File: config.mk
export PLATFORM = sky130hd
export DESIGN_NAME = sid_regfile_8580
export DESIGN_NICKNAME = d
export VERILOG_FILES = /design/src/rtl/sid_regfile_8580.sv
export SDC_FILE = /design/constraint.sdc
export NUM_CORES = 1
export LEC_CHECK = 0
export BUFFER_PORTS_ARGS = -buffer_cell sky130_fd_sc_hd__buf_2
export CAP_MARGIN = 20
export CORE_UTILIZATION = 41
export DETAILED_ROUTE_END_ITERATION = 6
export PLACE_DENSITY = 0.65
export SYNTH_ARGS = -nofsm -noshare
export SYNTH_HDL_FRONTEND = slang
export SYNTH_SLANG_ARGS = --single-unit
export TNS_END_PERCENT = 1
File: constraint.sdc
create_clock -name clock -period 2.8 [get_ports clock]
set_clock_uncertainty 0.2 [all_clocks]
set_input_delay 0.28 -clock clock [delete_from_list [all_inputs] [get_ports clock]]
set_output_delay 0.28 -clock clock [all_outputs]
set_load 0.1 [all_outputs]
File: src/rtl/sid_regfile_8580.sv
// sid_regfile_8580: CPU-side register file for one 8580 SID.
// Decodes the 32-byte SID window, holds voice/filter control registers,
// returns paddle / voice-3 values on reads and models the decaying
// data-bus latch seen when reading write-only registers.
module sid_regfile_8580 #(
  parameter logic [19:0] DECAY_CYCLES = 20'd350000
) (
  input  logic        clock,
  input  logic        reset,
  input  logic        ce_1m,
  input  logic        cs,
  input  logic        we,
  input  logic [4:0]  addr,
  input  logic [7:0]  data_in,
  output logic [7:0]  data_out,
  output logic [23:0] freq_lo,
  output logic [23:0] freq_hi,
  output logic [23:0] pw_lo,
  output logic [23:0] pw_hi,
  output logic [23:0] control,
  output logic [23:0] att_dec,
  output logic [23:0] sus_rel,
  output logic [7:0]  fc_lo,
  output logic [7:0]  fc_hi,
  output logic [7:0]  res_filt,
  output logic [7:0]  mode_vol,
  input  logic [7:0]  pot_x,
  input  logic [7:0]  pot_y,
  input  logic [7:0]  osc3,
  input  logic [7:0]  env3
);

  localparam int NUM_REGS = 25;  // writable offsets 0x00..0x18

  logic [NUM_REGS-1:0][7:0] r_regs;
  logic [7:0]               r_bus_latch;
  logic [19:0]              r_decay_cnt;

  logic       w_wr;
  logic       w_rd;
  logic       w_ro_addr;
  logic [7:0] w_ro_val;
  logic [7:0] w_wr_val;

  // Access decode, read-only source mux and write-data masking.
  // NOTE: every signal gets a default at the top of always_comb so no path
  // can leave it unassigned and infer a latch.
  always_comb begin
    w_wr      = cs && we;
    w_rd      = cs && !we;
    w_ro_addr = 1'b0;
    w_ro_val  = 8'h00;
    w_wr_val  = data_in;
    case (addr)
      5'h19: begin w_ro_addr = 1'b1; w_ro_val = pot_x; end
      5'h1A: begin w_ro_addr = 1'b1; w_ro_val = pot_y; end
      5'h1B: begin w_ro_addr = 1'b1; w_ro_val = osc3;  end
      5'h1C: begin w_ro_addr = 1'b1; w_ro_val = env3;  end
      default: ;
    endcase
    case (addr)
      5'h03, 5'h0A, 5'h11: w_wr_val = {4'h0, data_in[3:0]};  // pw_hi is 12-bit PW
      5'h15:               w_wr_val = {5'h00, data_in[2:0]}; // fc_lo is 3 bits
      default: ;
    endcase
  end

  // Register array: stores masked write data at 0x00..0x18.
  // NOTE: the array is small and its contents are visible outputs, so it is
  // reset like any other flop rather than left as an unreset memory.
  always_ff @(posedge clock) begin
    if (reset) begin
      r_regs <= '0;
    end else if (w_wr) begin
      for (int i = 0; i < NUM_REGS; i++) begin
        // NOTE: state is updated with non-blocking assignments so every flop
        // sees pre-edge values regardless of statement order.
        if (addr == 5'(i)) r_regs[i] <= w_wr_val;
      end
    end
  end

  // Bus latch and idle counter: refreshed by any write or read-only read,
  // otherwise ages on ce_1m and clears once the counter has saturated.
  always_ff @(posedge clock) begin
    if (reset) begin
      r_bus_latch <= 8'h00;
      r_decay_cnt <= '0;
    end else if (w_wr) begin
      r_bus_latch <= data_in;
      r_decay_cnt <= '0;
    end else if (w_rd && w_ro_addr) begin
      r_bus_latch <= w_ro_val;
      r_decay_cnt <= '0;
    end else if (ce_1m) begin
      if (r_decay_cnt != DECAY_CYCLES) r_decay_cnt <= r_decay_cnt + 20'd1;
      else                             r_bus_latch <= 8'h00;
    end
  end

  // Registered read data: live input for read-only offsets, else the latch
  // value as it stood before this edge.
  always_ff @(posedge clock) begin
    if (reset) begin
      data_out <= 8'h00;
    end else if (w_rd) begin
      data_out <= w_ro_addr ? w_ro_val : r_bus_latch;
    end
  end

  // Voice n field byte lives at offset 7n + k; voice n drives bits [8n+7:8n].
  assign freq_lo  = {r_regs[14], r_regs[7],  r_regs[0]};
  assign freq_hi  = {r_regs[15], r_regs[8],  r_regs[1]};
  assign pw_lo    = {r_regs[16], r_regs[9],  r_regs[2]};
  assign pw_hi    = {r_regs[17], r_regs[10], r_regs[3]};
  assign control  = {r_regs[18], r_regs[11], r_regs[4]};
  assign att_dec  = {r_regs[19], r_regs[12], r_regs[5]};
  assign sus_rel  = {r_regs[20], r_regs[13], r_regs[6]};
  assign fc_lo    = r_regs[21];
  assign fc_hi    = r_regs[22];
  assign res_filt = r_regs[23];
  assign mode_vol = r_regs[24];

endmodule

Yosys cells after proc, flatten, opt, wreduce, memory -nomap -nowiden --
Cells that the tools add are included.
Word-level totals: output and inout port bits 208, bits in registers 236, logic and storage cells 103, input port bits 50
Cells by class: mux-type cells 8, equality and inequality tests 30, reductions and logical operators 36, add/sub/neg operators 1
Operator list (count):
- $eq A5 B5 Y1 const B | 13
- $reduce_and A2 Y1 | 27
- $eq A5 B4 Y1 const B | 8
- $mux W8 | 5
- $pmux W8 S4 | 1
- $add A20 B1 Y20 const B | 1
- $eq A5 B3 Y1 const B | 4
- $ne A20 B19 Y1 const B | 1
- $pmux W8 S2 | 1
- $eq A5 B2 Y1 const B | 2
- $reduce_or A3 Y1 | 2
- $eq A5 B1 Y1 const B | 1
- $logic_not A5 Y1 | 1
- $reduce_or A4 Y1 | 1
- $logic_and A1 B1 Y1 | 3
- $ne A3 B3 Y1 const B | 1
- $reduce_bool A3 Y1 | 1
- $logic_not A1 Y1 | 1
- $mux W1 | 1

Logic depth before layout (Yosys ltp) --
Gate-level depths: netlist (run 1).
depth in word-level cells 6, mapped depth 9, gate-level depth less buffers 7

Least setup slack after synthesis (run 1) --
No wires, ideal clock.
kind register to register, from reg r_decay_cnt[7], to reg r_bus_latch[4], cell stages (with the launch flop) 8, required time 2.521 ns, library setup time 0.079 ns, setup slack 0.467 ns, buffers on the path 2, arrival time 2.054 ns, clock period less this slack 2.333 ns, cells stage by stage dfxtp_1 > or4_1 > or4_1 > buf_6 > o21ai_4 > buf_6 > nor2_1 > a211oi_2
On the way: longest elaborated chain between the ends 3
RTL lines:
- start, declared | RTL line 37 | logic [19:0] r_decay_cnt;
- start signal, assigned | RTL line 96 | if (r_decay_cnt != DECAY_CYCLES) r_decay_cnt <= r_decay_cnt + 20'd1;
- $ne A20 B19 Y1 | RTL line 96
- $ne A3 B3 Y1 (no line)
- $reduce_and A2 Y1 (no line)
- end signal, assigned | RTL line 90 | r_bus_latch <= data_in;
- end signal, assigned | RTL line 93 | r_bus_latch <= w_ro_val;
- end, declared | RTL line 36 | logic [7:0] r_bus_latch;
No other way between the ends. A chain may end at the register's enable or synchronous reset.

Worst setup path in the final report (run 1) --
from reg r_decay_cnt[7], to reg r_bus_latch[7]
The elaborated chain is that of the path after synthesis.

==> impl_metrics.tcl, run 1 <==
set metrics [dict create \
    grt_pass1_wl_um 41100 \
    crit_type "reg2reg" \
    num_io_pins 258 \
    drv_cap 0 \
    yosysTopAreaCellShare 0.517 \
    grt_use_total 0.232 \
    r2r_cells 5 \
    worst_setup_path_start_kind "flop" \
    final_cell_mix "292 x nor2_1, 256 x buf_2, 236 x dfxtp_1" \
    syn-instance-count 1025 \
    hold_viol 0 \
    cp.required_ns 3.02 \
    routabilityCongestion 0.849 \
    cts_root_buf "clkbuf_16" \
    final_cell_count_no_fill 1567 \
    tritoncts "built" \
    slew_viol_final 0 \
    r2r_end "r_bus_latch[7]$_SDFFE_PP0P_" \
    postRouteAntennaNets 0 \
    fin_crit_ns 2.65 \
    syn_avg_cell_area_um2 8.91 \
    path_depth 5 \
    whs_ns 0.0203 \
    worst-path-buf-inv 0 \
    final_common_cell "nor2_1" \
    grt_pass1_vias 7361 \
    hold_buffers 6 \
    antenna_found_initial 1 \
    post-route-period-util 0.947 \
    dieHeight_um 151 \
    fmax_mhz 377 \
    die-width_um 151 \
    path_common_cell "or4_1" \
    slew_headroom 0.454 \
    yosysSeqAreaShare 0.517 \
    critPathTopFamily "simple AND/OR/NAND/NOR gates" \
    cp-end-kind "flop" \
    synth-edff-count 0 \
    clkTransAtPathRegs_ns 0.06 \
    yosys_warnings 0 \
    numCtsBuffers 26 \
    crit_slowest_cell "or4_1" \
    synthFlopType "dfxtp_1" \
    max-clock-path-buffers 3 \
    reg2reg_from "r_decay_cnt[7]$_SDFFE_PP0P_" \
    holdCritPathClass "in2reg" \
    synth-seq-cells 236 \
    synth_area_mm2 0.00914 \
    routedWlPerCell_um 17.4 \
    die-area_mm2 0.0229 \
    synth_area_leaders "dfxtp_1 52%, nor2_1 12%, mux2i_1 12%" \
    synthesis.nets 1077 \
    h-tree-depth 1 \
    endpoint "r_bus_latch[7]$_SDFFE_PP0P_" \
    ir_worst_vdd_mv 0.415 \
    start_util 0.419 \
    cp_slowest_stage_delay_ns 0.71 \
    crit_start "r_decay_cnt[7]$_SDFFE_PP0P_" \
    worst_slew_pin_slew_ns 0.819 \
    path_cells "or4_1, or4_1, o21ai_4, nor2_1, a311oi_1" \
    dp_hpwl_um 18200 \
    fill_cells 2044 \
    final_util 0.535 \
    cts_setup_buffers 0 \
    drt-initial-drc-count 533 \
    grt_max_degree 75 \
    io_buffers 257 \
    wirelength_um 27200 \
    async_flop_share 0 \
    dp.cells 1513 \
    insertion_delay_ns 0.52 \
    vias 7983 \
    nNetsFinal 1319 \
    synth_cell_types 50 \
    p_per_area_mw_per_mm2 629 \
    path_max_fanout 16 \
    cts_resized 0 \
    routed_via_density 5.09 \
    drive_above_1_share 0.264 \
    design.core.area_mm2 0.0218 \
    dr.pass1.iters 4 \
    reg2reg_slack_ns 0.15 \
    cp.arrival_ns 2.87 \
    leakage_nw 5.58 \
    grt_setup_unrepaired "false" \
    num_rows 54 \
    yosysTopAreaCell "dfxtp_1" \
    overflow 0 \
    status "complete, no violations" \
    area_growth_pct 27.7 \
    drc 0 \
    clock_sinks 236 \
    fin_setup_tns_ns 0 \
    finalSetupViolCount 0 \
]
==> routing by layer <==
| layer | GRT usage | wire (um) | share of wire | up-vias |
|---|---|---|---|---|
| met5 | 0 | 0 | 0 | - |
| met1 | 0.298 | 11900 | 0.44 | 3744 |
| met3 | 0.0678 | 2020 | 0.074 | 45 |
| li1 | - | - | - | 3955 |
| met4 | 0.0620 | 593 | 0.022 | 0 |
| met2 | 0.379 | 12700 | 0.47 | 239 |
==> state kept, by name, summed over array words and instances, names as in the netlist <==
name         cells
att_dec         24
control         24
data_out         8
fc_hi            8
fc_lo            8
freq_hi         24
freq_lo         24
mode_vol         8
pw_hi           24
pw_lo           24
r_bus_latch      8
r_decay_cnt     20
res_filt         8
sus_rel         24
==> synth_stat cells (all sizes together) (7+ instances only) <==
| cell type | count |
|---|---|
| a211oi | 8 |
| a21oi | 96 |
| and2 | 24 |
| and3 | 10 |
| buf | 8 |
| clkbuf | 73 |
| dfxtp | 236 |
| mux2i | 109 |
| nand2 | 17 |
| nand3 | 25 |
| nand3b | 7 |
| nand4 | 12 |
| nor2 | 294 |
| nor2b | 7 |
| o21ai | 11 |
| or3 | 7 |
| xor2 | 8 |
==> how the worst min path moves through the flow <==
stage | startpoint | end | slack [ns] | cells after the start
final | env3[0] | data_out[0]$_SDFFE_PP0N_ | 0.02 | 4
after global routing | pot_x[6] | data_out[6]$_SDFFE_PP0N_ | 0.03 | 5
after CTS | pot_x[6] | data_out[6]$_SDFFE_PP0N_ | 0.004 | 5
after detailed placement | pw_hi[5]$_SDFFE_PP0P_ | pw_hi[5]$_SDFFE_PP0P_ | 0.24 | 1
after global placement | pw_hi[21]$_SDFFE_PP0P_ | pw_hi[21]$_SDFFE_PP0P_ | 0.24 | 1
after floorplan | data_in[6] | r_bus_latch[6]$_SDFFE_PP0P_ | 0.23 | 2
==> metrics by stage <==
stage / setup slack (ns) / power, mW / instance area (um2)
floorplan: 0.467 / 3.78 / 9140
global placement: 0.229 / 3.94 / 10700
detailed placement: 0.211 / 3.95 / 10700
CTS: 0.172 / 7.41 / 11700
global route: 0.00332 / 7.59 / 11700
finish: 0.149 / 7.34 / 11700
==> cells by family after synthesis <==
logic type	Yosys count	share of synthesized area
buf+inv	84	0.0367
xor+xnor	13	0.0125
compound gates	157	0.105
mux	109	0.119
fa+ha+maj	2	0.00274
simple gates	424	0.207
flops	236	0.517
==> cell type report <==
class                           instances  area [um2]  area share
Antenna cell                            1        2.50    0.000215
Timing Repair Buffer                  295        1620       0.139
Clock buffer                           38         766      0.0656
Tap cell                              280         350      0.0300
Inverter                                3        11.3    0.000965
Sequential cell                       236        4720       0.405
Multi-Input combinational cell        705        4080       0.350
Clock inverter                          9         116     0.00997
==> worst min-delay path, stage by stage <==
cell and delay, ns:
buf_2 0.08, o2bb2ai_1 0.10, o21ai_0 0.11, a31oi_1 0.13
==> power by group <==
group | switching (mW) | internal [mW]
clock network | 1.37 | 2.08
logic | 0.367 | 0.124
registers | 0.0127 | 3.38
total | 1.75 | 5.59
Note: power is estimated with default switching activity, not from simulation.
==> run 2: changes to the inputs <==
--- a/config.mk
+++ b/config.mk
@@ -5,10 +5,11 @@
 export SDC_FILE = /design/constraint.sdc
 export NUM_CORES = 1
 export LEC_CHECK = 0
-export BUFFER_PORTS_ARGS = -buffer_cell sky130_fd_sc_hd__buf_2
+export BUFFER_PORTS_ARGS = -buffer_cell sky130_fd_sc_hd__buf_4
 export CAP_MARGIN = 20
 export CORE_UTILIZATION = 41
 export DETAILED_ROUTE_END_ITERATION = 6
+export HOLD_SLACK_MARGIN = 0.08
 export PLACE_DENSITY = 0.65
 export SYNTH_ARGS = -nofsm -noshare
 export SYNTH_HDL_FRONTEND = slang
==> run 2 against run 1 <==
Against the previous run: combinational power grew 7.1%; largest power group unchanged; routed wire length grew 1.6%; maximum frequency grew 2.6%; largest cell class unchanged; utilization grew 4.1 points; setup slack gained 0.066 ns; non-clock buffer count grew 11; first-iteration DRC count shrank 15%; sequential power is essentially flat; final area grew 7.6%; global-route usage is essentially flat; die area is the same; flip-flop and latch count is the same.
==> impl_metrics.tcl, run 2 (synthesis results as in run 1) <==
set metrics [dict create \
    cp.required_ns 3.02 \
    final_common_cell "nor2_1" \
    critPathTopFamily "simple AND/OR/NAND/NOR gates" \
    total_power_mw 7.82 \
    diodes 0 \
    num_rows 54 \
    max-clock-path-buffers 3 \
    min_path_cells 3 \
    final_area_mm2 0.0126 \
    cp-end-kind "flop" \
    crit_type "reg2reg" \
    die-area_mm2 0.0229 \
    worst_slew_pin_slew_ns 0.717 \
    antenna_found_initial 0 \
    fin_ws_ns 0.216 \
    grt_max_degree 90 \
    routabilityCongestion 0.839 \
    path_max_fanout 16 \
    drv_cap 0 \
    worst-path-buf-inv 1 \
    p_per_area_mw_per_mm2 623 \
    overflow 0 \
    final_util 0.575 \
    post-route-period-util 0.923 \
    grt_setup_unrepaired "false" \
    dr.pass1.iters 4 \
    slew_viol_final 0 \
    grt_use_total 0.233 \
    dp_hpwl_um 18300 \
    dieHeight_um 151 \
    final_cell_mix "291 x nor2_1, 279 x buf_4, 236 x dfxtp_1" \
    slew_headroom 0.518 \
    path_common_cell "or4_1" \
    routedWlPerCell_um 17.5 \
    routed_via_density 5.09 \
    insertion_delay_ns 0.52 \
    worst_setup_path_start_kind "flop" \
    drt-initial-drc-count 453 \
    drive_above_1_share 0.261 \
    clock_sinks 236 \
    num_io_pins 258 \
    vias 8026 \
    holdCritPathClass "in2reg" \
    status "complete, no violations" \
    die-width_um 151 \
    start_util 0.419 \
    io_buffers 257 \
    dpl-instance-area_mm2 0.0113 \
    cp_slowest_stage_delay_ns 0.52 \
    cp.arrival_ns 2.81 \
    nNetsFinal 1330 \
    fin_crit_ns 2.58 \
    hold_viol 0 \
    design.core.area_mm2 0.0218 \
    leakage_nw 5.71 \
    fin_setup_tns_ns 0 \
    finalSetupViolCount 0 \
    cts_root_buf "clkbuf_16" \
    postRouteAntennaNets 0 \
    path_cells "or4_1, or4_1, buf_4, o21ai_4, nor2_1, a311oi_1" \
    grt_pass1_vias 7306 \
    dpl_worst_slack_ns 0.233 \
    area_growth_pct 37.4 \
    tritoncts "built" \
    fmax_mhz 387 \
    cts_setup_buffers 0 \
    crit_slowest_cell "or4_1" \
    r2r_cells 6 \
    grt_pass1_wl_um 41400 \
    wirelength_um 27700 \
    clkTransAtPathRegs_ns 0.06 \
    fill_cells 1978 \
    path_depth 6 \
    h-tree-depth 1 \
    ir_worst_vdd_mv 0.458 \
    numCtsBuffers 26 \
    drc 0 \
]
run 2: changes by cell type in the layout (fill, tap and decap cells not counted), moves of 2 or more:
cell,before,now
bufinv_16,2,6
dlygate4sd3_1,6,24
buf_2,256,0
clkinv_4,2,0
clkbuf_1,5,1
buf_4,30,279
clkinv_2,3,5
run 2: path summary, 6_finish.rpt:
kind,startpoint,to,slack (ns)
setup / recovery,r_decay_cnt[7]$_SDFFE_PP0P_,r_bus_latch[1]$_SDFFE_PP0P_,0.22
hold / removal,data_in[2],control[10]$_SDFFE_PP0P_,0.1
setup reg to reg,r_decay_cnt[7]$_SDFFE_PP0P_,r_bus_latch[1]$_SDFFE_PP0P_,0.22
hold reg to reg,pw_hi[13]$_SDFFE_PP0P_,pw_hi[13]$_SDFFE_PP0P_,0.26
run 2: metrics by stage:
step           std cells  hold WS, ns
5_1_grt             1578       0.0941
4_1_cts             1578       0.0872
3_5_place_dp        1506        0.245
2_1_floorplan       1025        0.232
6_report            1578       0.0992
3_3_place_gp        1506        0.245
run 2: layer usage:
metal,up-vias,track usage,share of wire
met4,0,0.0635,0.019
met2,232,0.376,0.47
met3,32,0.0660,0.077
met1,3783,0.302,0.44
met5,-,0,0
li1,3979,-,-
run 2: layout make-up:
type | instances | area [um2] | area share
clock buffer | 36 | 790 | 0.0629
tap | 280 | 350 | 0.0279
timing repair buffer | 306 | 2390 | 0.190
sequential | 236 | 4720 | 0.376
inverter | 3 | 11.3 | 0.000897
clock inverter | 12 | 214 | 0.0170
multi-input combinational | 705 | 4080 | 0.325
run 2: power breakdown:
group / total (mW) / internal, mW / switching (mW)
clock network: 3.90 / 2.52 / 1.38
registers: 3.39 / 3.38 / 0.0131
logic: 0.526 / 0.161 / 0.365
run 2: tightest hold or removal path: cells and delay by family:
family                 cells  cell delay, ns
and+or+nand+nor            1            0.05
muxes                      1            0.18
buffers and inverters      1            0.25
run 2: repair_timing:
item,4_1_cts,5_1_grt
hold buffers,24,0
resized for setup,0,1
setup endpoints to repair,0,1
endpoints found under the hold margin,45,0
